===== src/rtl/demux3_8_buf.sv =====
// Buffered 1-to-8 distributor: routes each accepted word into one of eight
// single-entry slots, each drained by its own independent valid/ready sink.
module demux3_8_buf #(
    parameter int WIDTH = 32
) (
    input  logic               clk,
    input  logic               rst_n,
    input  logic               in_valid,
    output logic               in_ready,
    input  logic [2:0]         in_sel,
    input  logic [WIDTH-1:0]   in_data,
    output logic [7:0]         out_valid,
    input  logic [7:0]         out_ready,
    output logic [8*WIDTH-1:0] out_data,
    output logic [3:0]         occupancy
);

    logic [WIDTH-1:0] data_q [8];
    logic [7:0]       full_q;
    logic [3:0]       occupancy_q;

    logic             accept;
    logic [7:0]       accept_vec;
    logic [7:0]       drain_vec;
    logic [7:0]       full_d;
    logic [3:0]       occupancy_d;
    logic [3:0]       drain_count;
    logic             fill_empty;

    // A full slot can still take a word when its sink drains on the same edge.
    assign in_ready   = ~full_q[in_sel] | out_ready[in_sel];
    assign accept     = in_valid & in_ready;
    assign accept_vec = accept ? (8'd1 << in_sel) : 8'd0;
    assign drain_vec  = full_q & out_ready;
    assign full_d     = (full_q & ~drain_vec) | accept_vec;
    assign fill_empty = accept & ~full_q[in_sel];

    always_comb begin
        drain_count = 4'd0;
        for (int i = 0; i < 8; i++) begin
            if (drain_vec[i] && !accept_vec[i]) begin
                drain_count = drain_count + 4'd1;
            end
        end
        occupancy_d = occupancy_q + {3'd0, fill_empty} - drain_count;
    end

    always_ff @(posedge clk or negedge rst_n) begin
        if (!rst_n) begin
            full_q      <= 8'd0;
            occupancy_q <= 4'd0;
            for (int i = 0; i < 8; i++) begin
                data_q[i] <= '0;
            end
        end else begin
            full_q      <= full_d;
            occupancy_q <= occupancy_d;
            for (int i = 0; i < 8; i++) begin
                if (accept_vec[i]) begin
                    data_q[i] <= in_data;
                end
            end
        end
    end

    always_comb begin
        out_data = '0;
        for (int i = 0; i < 8; i++) begin
            out_data[i*WIDTH +: WIDTH] = data_q[i];
        end
    end

    assign out_valid = full_q;
    assign occupancy = occupancy_q;

endmodule


===== config.mk =====
export PLATFORM = sky130hd
export DESIGN_NAME = demux3_8_buf
export DESIGN_NICKNAME = d
export VERILOG_FILES = /design/src/rtl/demux3_8_buf.sv
export SDC_FILE = /design/constraint.sdc
export NUM_CORES = 1
export LEC_CHECK = 0
export ABC_CLOCK_PERIOD_IN_PS = 6900
export BUFFER_PORTS_ARGS = -buffer_cell sky130_fd_sc_hd__buf_2
export CAP_MARGIN = 20
export CORE_MARGIN = 2
export CORE_UTILIZATION = 35
export DETAILED_ROUTE_END_ITERATION = 12
export PLACE_DENSITY_LB_ADDON = 0.3
export SYNTH_ARGS = -nofsm -noshare
export SYNTH_HDL_FRONTEND = slang
export SYNTH_SLANG_ARGS = --single-unit

===== constraint.sdc =====
create_clock -name clk -period 6.9 [get_ports clk]
set_input_delay 0.69 -clock clk [delete_from_list [all_inputs] [get_ports clk]]
set_output_delay 0.69 -clock clk [all_outputs]
set_load 0.02 [all_outputs]

# Word level (Yosys, flattened, before mapping)
# Cells that the tools add are included.
dict set report op_classes {
  n_addsub 9
  order_cmp 1
  n_shift 1
  muxes 13
  n_bitwise 8
  reduce_logical 16
}
# cell n
set ops {}
lappend ops {{$add 4x1->4 const B} 7}
lappend ops {{$mux 4} 7}
lappend ops {{$and 8x8->8} 2}
lappend ops {{$logic_and 1x1->1} 8}
lappend ops {{$logic_not 1->1} 8}
lappend ops {{$mux 8} 1}
lappend ops {{$not 8->8} 1}
lappend ops {{$or 8x8->8} 1}
lappend ops {{$shl 1x3->8 const A} 1}
lappend ops {{$bmux 1 s3} 2}
lappend ops {{$add 4x1->4} 1}
lappend ops {{$lt 3x4->1 const B} 1}
lappend ops {{$sub 4x4->4} 1}
lappend ops {{$mux 1} 3}
lappend ops {{$and 1x1->1} 2}
lappend ops {{$not 1->1} 1}
lappend ops {{$or 1x1->1} 1}
dict set report totals {
  ff_bits 268
  inputBits 46
  output_inout_bits 269
  word_cells 58
}

# Longest topological paths before layout
# Gate-level depths: netlist (run 1).
dict set report logic_depth {
  ltp_word 24
  ltp_mapped 33
  depth_no_buf 31
}

# Worst setup path before layout (run 1)
# No wires, ideal clock.
dict set report synth_path {
  path_kind {in2reg}
  start {in in_sel[0]}
  end {reg occupancy_q[3], in the netlist occupancy[3]}
  setup_ns 0.125
  arrival_ns 6.988
  t_required_ns 6.775
  setup_slack_ns -0.213
  path_stages 31
  n_path_buf 2
  cell_sequence {mux4_2 > mux2_2 > nand2_1 > nand2_1 > nor3b_1 > clkbuf_1 > or2_2 > inv_1 > ha_1 > clkbuf_1 > xor2_1 > ha_1 > nand3_1 > o22ai_1 > o211ai_1 > xor2_1 > mux2i_1 > inv_1 > ha_1 > nor3_1 > mux2i_1 > o311a_2 > ha_1 > mux2i_1 > ha_1 > ha_1 > a21o_1 > a21oi_1 > xnor2_1 > xnor2_1 > xnor2_1}
}
dict set report synth_between {
  elab_chain_len 24
  word_cells_on_any_way 43
  cone_classes {add/sub (9); shift (1); mux (13); bitwise (4); reduce/logical (16)}
}
# element line
set synth_lines {}
lappend synth_lines {{from (decl)} 10} ;# input logic [2:0] in_sel,
lappend synth_lines {{$bmux 1 s3} 31} ;# assign in_ready = ~full_q[in_sel] | out_ready[in_sel];
lappend synth_lines {{$mux 1 (implied by the code)} 31}
lappend synth_lines {{$not 1->1} 31}
lappend synth_lines {{$or 1x1->1 (*)} 31}
lappend synth_lines {{net in_ready} 9} ;# output logic in_ready,
lappend synth_lines {{$and 1x1->1 (*)} 32} ;# assign accept = in_valid & in_ready;
lappend synth_lines {{$mux 8} 33} ;# assign accept_vec = accept ? (8'd1 << in_sel) : 8'd0;
lappend synth_lines {{$logic_not 1->1} 41} ;# if (drain_vec[i] && !accept_vec[i]) begin
lappend synth_lines {{[... 10 more ...]} --}
lappend synth_lines {{$add 4x1->4} 42} ;# drain_count = drain_count + 4'd1;
lappend synth_lines {{$mux 4} 41}
lappend synth_lines {{$add 4x1->4} 42}
lappend synth_lines {{$mux 4} 41}
lappend synth_lines {{$add 4x1->4} 42}
lappend synth_lines {{$mux 4} 41}
lappend synth_lines {{$sub 4x4->4 (*)} 45} ;# occupancy_d = occupancy_q + {3'd0, fill_empty} - drain_count;
lappend synth_lines {{net occupancy_d[3]} 26} ;# logic [3:0] occupancy_d;
lappend synth_lines {{to (signal assigned)} 57} ;# occupancy_q <= occupancy_d;
lappend synth_lines {{to (decl)} 20} ;# logic [3:0] occupancy_q;
# The timed path passes the listed nets; every way through them passes the cells marked *. The select of a mux whose other input is x is not followed.
# A chain may end at the register's enable or synchronous reset.

# Worst setup path in the final report (run 1)
dict set report layout_path {
  start {in in_sel[0]}
  end {reg occupancy_q[3], in the netlist occupancy[3]}
}
dict set report layout_between {
  elab_chain_len 24
  word_cells_on_any_way 43
  cone_classes {add/sub (9); shift (1); mux (13); bitwise (4); reduce/logical (16)}
}
# element line
set layout_lines {}
lappend layout_lines {{$bmux 1 s3} {31, 36}}
lappend layout_lines {{$mux 1 (implied by the code)} {31, 36}}
lappend layout_lines {{$not 1->1} {31, 36}}
lappend layout_lines {{$or 1x1->1} 31}
lappend layout_lines {{$and 1x1->1} 32}
lappend layout_lines {{$mux 8} 33}
lappend layout_lines {{$logic_not 1->1} 41}
lappend layout_lines {{$logic_and 1x1->1} 41}
lappend layout_lines {{[... 9 more ...]} --}
lappend layout_lines {{$add 4x1->4} 42}
lappend layout_lines {{$mux 4} 41}
lappend layout_lines {{$add 4x1->4} 42}
lappend layout_lines {{$mux 4} 41}
lappend layout_lines {{$add 4x1->4} 42}
lappend layout_lines {{$mux 4} 41}
lappend layout_lines {{$sub 4x4->4 (*)} 45}
lappend layout_lines {{net occupancy_d[3]} 26}
# Marked as above.

==> summary.txt, run 1 <==
Run status
  • Outcome: complete, no violations

CTS
  • Sinks on Clock Net: between 200 and 300
  • Total of hold buffers inserted after clock tree synthesis: 0
  • Number of levels the H-tree was split into: 1
  • Resized cells post-CTS: 0
  • TritonCTS clock tree: yes
  • Postcts setup bufs: 0
  • Clock input transition at the sequential cells of the worst setup and hold paths: approximately 60 ps
  • Insertion delay of the later-clocked pin in the worst-skew pair: between 500 and 600 ps
  • Root cell of the clock tree: sky130_fd_sc_hd__clkbuf_16
  • Clock buffer depth: 3
  • TritonCTS Buffers: 30

Worst setup path
  • Crit Path Category: in -> reg
  • Cell with the largest stage delay on the worst path: sky130_fd_sc_hd__mux4_2
  • Data arrival time of the worst path: ~6800 ps
  • Nature of the critical path startpoint: input pin
  • Number of buffers and inverters on the critical path: 3
  • Register-to-register setup slack: 610 ps
  • Worst flop-to-flop path startpoint: out_valid[3]$_DFF_PN0_
  • First element of the critical path: in_sel[0]
  • Worst path top cell family by delay: adder cells
  • Levels on crit path: 30
  • Required time reported for the critical path endpoint: between 7000 and 8000 ps
  • Critical path fanouts, max: 14
  • Max incr delay on CP: 540 ps
  • Number of cells on the worst reg-to-reg path: 29
  • Nature of the critical path endpoint: flop
  • Most prevalent standard cell on the critical path: sky130_fd_sc_hd__ha_1

Logic synthesis
  • Number of unique standard cell types used by synthesis: 56
  • Number of enable-type register cells in the synthesized netlist: 0
  • Most numerous cell in the Yosys netlist: sky130_fd_sc_hd__dfrtp_1
  • Commonest cells in the synthesized netlist: 268 x sky130_fd_sc_hd__dfrtp_1, 257 x sky130_fd_sc_hd__mux2_2, 22 x sky130_fd_sc_hd__clkbuf_1
  • Synthesis Warnings: 0
  • Primary flip-flop cell chosen by synthesis mapping: sky130_fd_sc_hd__dfrtp_1
  • Area share of the largest cell type after synthesis: between 60 and 70%
  • Proportion of synthesized chip area in sequential cells: roughly three fifths
  • Synthesized area divided by synthesized cell count: about 15 um2
  • Synthesized instance count: about 700
  • Synthesized net count: just under 800
  • Number of synthesized register bits: around 270
  • Synth async-reset ratio: 100%
  • Cells taking the most area after synthesis: sky130_fd_sc_hd__dfrtp_1 61%, sky130_fd_sc_hd__mux2_2 26%, sky130_fd_sc_hd__ha_1 1.6%
  • Cell Area, Synth: roughly 0.011 mm2
  • Largest area contributor in the netlist: sky130_fd_sc_hd__dfrtp_1

Floorplan
  • Initial cell density of the core: between 30% and 40%
  • I/O pins: about 320
  • Core region area: 0.0307 mm2
  • Row count: 64
  • Total Die Area: 0.0329 mm2
  • Vertical extent of the die: 181 um
  • Chip Width: between 150 and 200 um

GRT
  • Global-route usage over all layers: between 15 and 20%
  • Routing usage on met2: 28.5%
  • Number of antenna violations at the first check in global routing: 0
  • GR Util met1: roughly a quarter
  • Residual overflow from global routing: 0
  • Most Used Layer, Global Route: met2
  • Via count of the first global-routing pass: around 7500
  • Wire length of the first global-routing pass: between 40000 and 50000 um
  • Pin count of the biggest net entering global routing: about 150
  • Met3 track utilization from global routing: 4.72%

Power and ir drop
  • Pwr per Cell Area: between 300 and 400 mW/mm2
  • Static leakage: slightly below 0.007 uW
  • Maximum vdd ir drop: roughly 0.22 mV

Timing
  • Final clock period utilization by the worst path: between 90% and 100%
  • Period minus WS final: around 6300 ps
  • Worst slew margin relative to its limit: a little over a third
  • Sum Neg Setup Slack: 0 ps
  • Least-Margin Pin Slew: 968 ps
  • Clock Skews: about 32 ps
  • Max Fclk: approximately 160 MHz
  • Unrepaired setup endpoints after global routing: no
  • Worst hold slack across all endpoints: 31.0 ps
  • Number of hold violations in the final report: 0
  • Number of pins exceeding their max-slew limit in the final report: 0
  • Finish-stage setup viols: 0

Route
  • Final wirelength: 29600 um
  • Via-to-Cell Ratio: 4.98
  • Detail-routed net length per standard cell: 20.2 um
  • Initial DRT Pass Iterations: 4
  • Count of unresolved DRC violations after routing: 0
  • Detail Route Antenna Nets: 0
  • Vias after detailed routing: approximately 7300
  • Initial detailed-routing violation count: approximately 370

Place
  • GPL Wtd Cong: 0.832
  • HPWL Detailed: about 19000 um
  • Total instance count after detailed placement: between 1000 and 1500
  • Standard cell area after detailed placement: 0.0131 mm2
  • Port bufs: about 310

Cells and area
  • Post-layout net count: 1107
  • Share of layout cells above drive strength 1: about three fifths
  • Area growth from synthesis to final layout: 28.3%
  • Post-route non-filler standard cell count: 1466
  • Antenna diode instance count: 0
  • Final design instance area without fill: roughly 0.014 mm2
  • Fin util: between 40% and 50%

Flow run
  • Max-capacitance violation count: 0

Worst hold path
  • Hold Crit Class: in -> async
-- where the power goes --
group,internal (uW),switching (uW)
logic,630,946
clock network,941,665
registers,1960,189
total,3530,1800
-- area by class of cell --
class	instances	area, um2
Fill cell	2814	16600
Tap cell	396	495
Timing Repair Buffer	328	1700
Clock inverter	16	166
Inverter	17	63.8
Clock buffer	40	848
Multi-Input combinational cell	401	4140
Sequential cell	268	6710
-- worst register-to-register path, delay by kind of cell, from the launching register on --
kind	cells	cell delay, ps
buffers and inverters	2	150
xor gates and xnor gates	5	800
AOI/OAI and AO/OA	5	780
muxes	5	1210
and+or+nand+nor	6	940
adders and majority gates	6	1900
DFF	1	450
-- stage by stage --
stage	worst slack (ps)	power, uW
CTS	623	5400
detailed placement	85.8	3770
global route	274	5600
floorplan	71.7	3140
finish	590	5330
global placement	243	3740
-- cell families (layout without fill, tap and decap cells) --
family | count (synthesis) | count (layout) | synth area share (%)
flops | 268 | 268 | 60.9
simple gates | 60 | 60 | 3.10
mux | 268 | 268 | 27.8
xor+xnor | 18 | 18 | 1.50
buf+inv | 51 | 401 | 2.02
fa+ha+maj | 15 | 15 | 1.77
compound gates | 40 | 40 | 2.91
-- sequential cells by signal, indices dropped and copies added, names as in the netlist --
name / count
occupancy: 4
out_data: 256
out_valid: 8
-- final timing paths --
| check | to |
|---|---|
| min in group clk | out_valid[7]$_DFF_PN0_ |
| worst max register to register | occupancy[3]$_DFF_PN0_ |
| worst min-delay path | occupancy[2]$_DFF_PN0_ |
| worst min register to register | out_data[43]$_DFFE_PN0P_ |
| max in group asynchronous | out_data[150]$_DFFE_PN0P_ |
| worst max-delay path | occupancy[3]$_DFF_PN0_ |
-- layout by cell type (no fill, tap or decap), types with 3 or more instances in the layout --
cell type                    count
sky130_fd_sc_hd__mux2i_1         7
sky130_fd_sc_hd__clkbuf_16      30
sky130_fd_sc_hd__dfrtp_1       268
sky130_fd_sc_hd__clkinv_2        9
sky130_fd_sc_hd__xnor2_1        12
sky130_fd_sc_hd__clkbuf_1        4
sky130_fd_sc_hd__a21o_1          8
sky130_fd_sc_hd__o21ai_0         5
sky130_fd_sc_hd__o211ai_1        3
sky130_fd_sc_hd__mux4_2          4
sky130_fd_sc_hd__buf_4          13
sky130_fd_sc_hd__nand3_1         6
sky130_fd_sc_hd__xor2_1          5
sky130_fd_sc_hd__clkbuf_8        6
sky130_fd_sc_hd__and3_1          3
sky130_fd_sc_hd__nor2_1          8
sky130_fd_sc_hd__inv_1          17
sky130_fd_sc_hd__a21oi_4         3
sky130_fd_sc_hd__a21oi_1         3
sky130_fd_sc_hd__clkinvlp_4      3
sky130_fd_sc_hd__ha_1           14
sky130_fd_sc_hd__nand2_1        15
sky130_fd_sc_hd__mux2_2        257
sky130_fd_sc_hd__nor3b_1         4
sky130_fd_sc_hd__buf_2         313
-- layer usage --
| metal | wire [um] | part of all wire (%) |
|---|---|---|
| met1 | 13000 | 44 |
| met2 | 13600 | 46 |
| met3 | 2040 | 6.9 |
| met4 | 983 | 3.3 |
| met5 | 0 | 0 |
(Power assumes the default switching activity.)
==> run 2: changes to the inputs <==
Settings changed: ABC_CLOCK_PERIOD_IN_PS 6900 to 5500.
Clock period 6.9 ns to 5.5 ns, I/O delays scaled along.
==> summary.txt, run 2 (synthesis results as in run 1) <==
Run status
  • Failing checks: negative setup slack
  • Outcome: finished with violations

Floorplan
  • I/O pins: 315
  • Core region area: a little over 0.03 mm2
  • Chip Width: ~180 um
  • Row count: 64
  • Initial cell density of the core: a little over a third
  • Vertical extent of the die: about 180 um
  • Total Die Area: 0.0329 mm2

Route
  • Via-to-Cell Ratio: 4.87
  • Initial detailed-routing violation count: 263
  • Count of unresolved DRC violations after routing: 0
  • Vias after detailed routing: roughly 7400
  • Detail-routed net length per standard cell: 19.8 um
  • Initial DRT Pass Iterations: 4
  • Final wirelength: roughly 30000 um
  • Detail Route Antenna Nets: 0

Timing
  • Number of hold violations in the final report: 0
  • Minimum setup slack in the final design: -156 ps
  • Unrepaired setup endpoints after global routing: yes
  • Finish-stage setup viols: 1
  • Worst hold slack across all endpoints: 48.5 ps
  • Clock Skews: ~11 ps
  • Number of pins exceeding their max-slew limit in the final report: 0
  • Max Fclk: 177 MHz
  • Least-Margin Pin Slew: between 800 and 900 ps
  • Final clock period utilization by the worst path: 103%
  • Worst slew margin relative to its limit: 42.2%
  • Sum Neg Setup Slack: -156 ps
  • Period minus WS final: around 5700 ps

Place
  • GPL Wtd Cong: just over 0.8
  • Port bufs: 314
  • HPWL Detailed: 20000 um

GRT
  • Met3 track utilization from global routing: around 5.0%
  • Pin count of the biggest net entering global routing: between 100 and 150
  • Global-route usage over all layers: a little under a fifth
  • Via count of the first global-routing pass: between 7000 and 8000
  • Most Used Layer, Global Route: met2
  • Number of antenna violations at the first check in global routing: 0
  • GR Util met1: a little under a quarter
  • Routing usage on met2: ~30%
  • Wire length of the first global-routing pass: 46900 um
  • Residual overflow from global routing: 0

Worst setup path
  • Nature of the critical path startpoint: flop
  • Nature of the critical path endpoint: flop
  • Crit Path Category: reg -> reg
  • Required time reported for the critical path endpoint: 5970 ps
  • Cell with the largest stage delay on the worst path: sky130_fd_sc_hd__mux4_2
  • Data arrival time of the worst path: a little over 6000 ps
  • Max incr delay on CP: approximately 460 ps
  • Most prevalent standard cell on the critical path: sky130_fd_sc_hd__ha_4
  • Critical path fanouts, max: 6

CTS
  • Number of levels the H-tree was split into: 1
  • TritonCTS Buffers: 30
  • Sinks on Clock Net: between 200 and 300
  • Clock input transition at the sequential cells of the worst setup and hold paths: 60 ps
  • Clock buffer depth: 3
  • TritonCTS clock tree: yes
  • Insertion delay of the later-clocked pin in the worst-skew pair: 550 ps
  • Root cell of the clock tree: sky130_fd_sc_hd__clkbuf_16
  • Total of hold buffers inserted after clock tree synthesis: 0

Cells and area
  • Most common cell after layout, fill and taps aside: sky130_fd_sc_hd__buf_2
  • Antenna diode instance count: 0
  • Post-layout net count: approximately 1200
  • Count of filler cells inserted in the layout: 2820
  • Share of layout cells above drive strength 1: 64.4%
  • Leading cell types in the layout, fill and taps excluded: 313 x sky130_fd_sc_hd__buf_2, 268 x sky130_fd_sc_hd__dfrtp_1, 256 x sky130_fd_sc_hd__mux2_2
  • Area growth from synthesis to final layout: 32.3%
  • Flip-flop count of the largest register after layout: roughly 260

Power and ir drop
  • Pwr per Cell Area: ~460 mW/mm2
  • Static leakage: between 0.006 and 0.007 uW
  • Maximum vdd ir drop: about 0.32 mV

Worst hold path
  • Hold Crit Class: in -> async

Flow run
  • Max-capacitance violation count: 0
## run 2: cell types whose count changed in the layout (fill, tap and decap cells not counted), sizes merged
cell | previous run | this run
buf | 328 | 375
bufinv | 2 | 1
clkbuf | 40 | 42
clkinv | 11 | 6
clkinvlp | 3 | 2
inv | 17 | 18
## run 2: worst max-delay path: cells and delay by family, from the launching register on
family          cells  cell delay [ps]
fa+ha+maj           6             1450
xor+xnor            7             1090
mux                 4             1080
simple gates        7              770
compound gates      4              610
flops               1              400
buf+inv             2              160
## run 2: repair_timing
action	CTS	global route
buffers inserted	3	1
setup endpoints to repair	1	3
gates resized for setup	7	10
pin swaps	10	7
## run 2: final timing paths
check,from,to,slack (ps),cells past startpoint
max,out_valid[6]$_DFF_PN0_,occupancy[3]$_DFF_PN0_,-160,30
min,rst_n,occupancy[1]$_DFF_PN0_,50,1
max reg2reg,out_valid[6]$_DFF_PN0_,occupancy[3]$_DFF_PN0_,-160,30
min reg2reg,out_data[195]$_DFFE_PN0P_,out_data[195]$_DFFE_PN0P_,500,1
max in group asynchronous,rst_n,out_data[15]$_DFFE_PN0P_,4290,2
min in group clk,out_ready[7],out_valid[7]$_DFF_PN0_,290,3
## run 2: metrics by stage
step	instances	instance area (um2)	setup slack (ps)	utilization, %	total power, uW
finish	1509	14600	-156	47.4	6680
global route	1509	14600	-453	47.4	7020
CTS	1508	14500	-126	47.1	6750
detailed placement	1453	13500	-524	43.8	4790
global placement	1453	13500	-407	43.8	4760
floorplan	720	11100	-602	-	3960
## run 2: routing by layer
layer  up-vias  wire length (um)
li1       3335                 -
met1      3740             12600
met2       227             14400
met3        52              2130
met4         0               757
met5         -                 0
## run 2: power by group
group          leakage (uW)  switching [uW]  internal, uW
registers           0.00323             230          2460
clock network      0.000460             795          1110
logic               0.00328            1230           848
## run 2: area by class of cell
class	count	area, um2	area share [%]
Tap cell	396	495	3.40
Inverter	17	63.8	0.438
Multi-Input combinational cell	401	4300	29.5
Sequential cell	268	6710	46.1
Clock inverter	10	98.8	0.679
Timing Repair Buffer	375	2050	14.1
Clock buffer	42	846	5.81
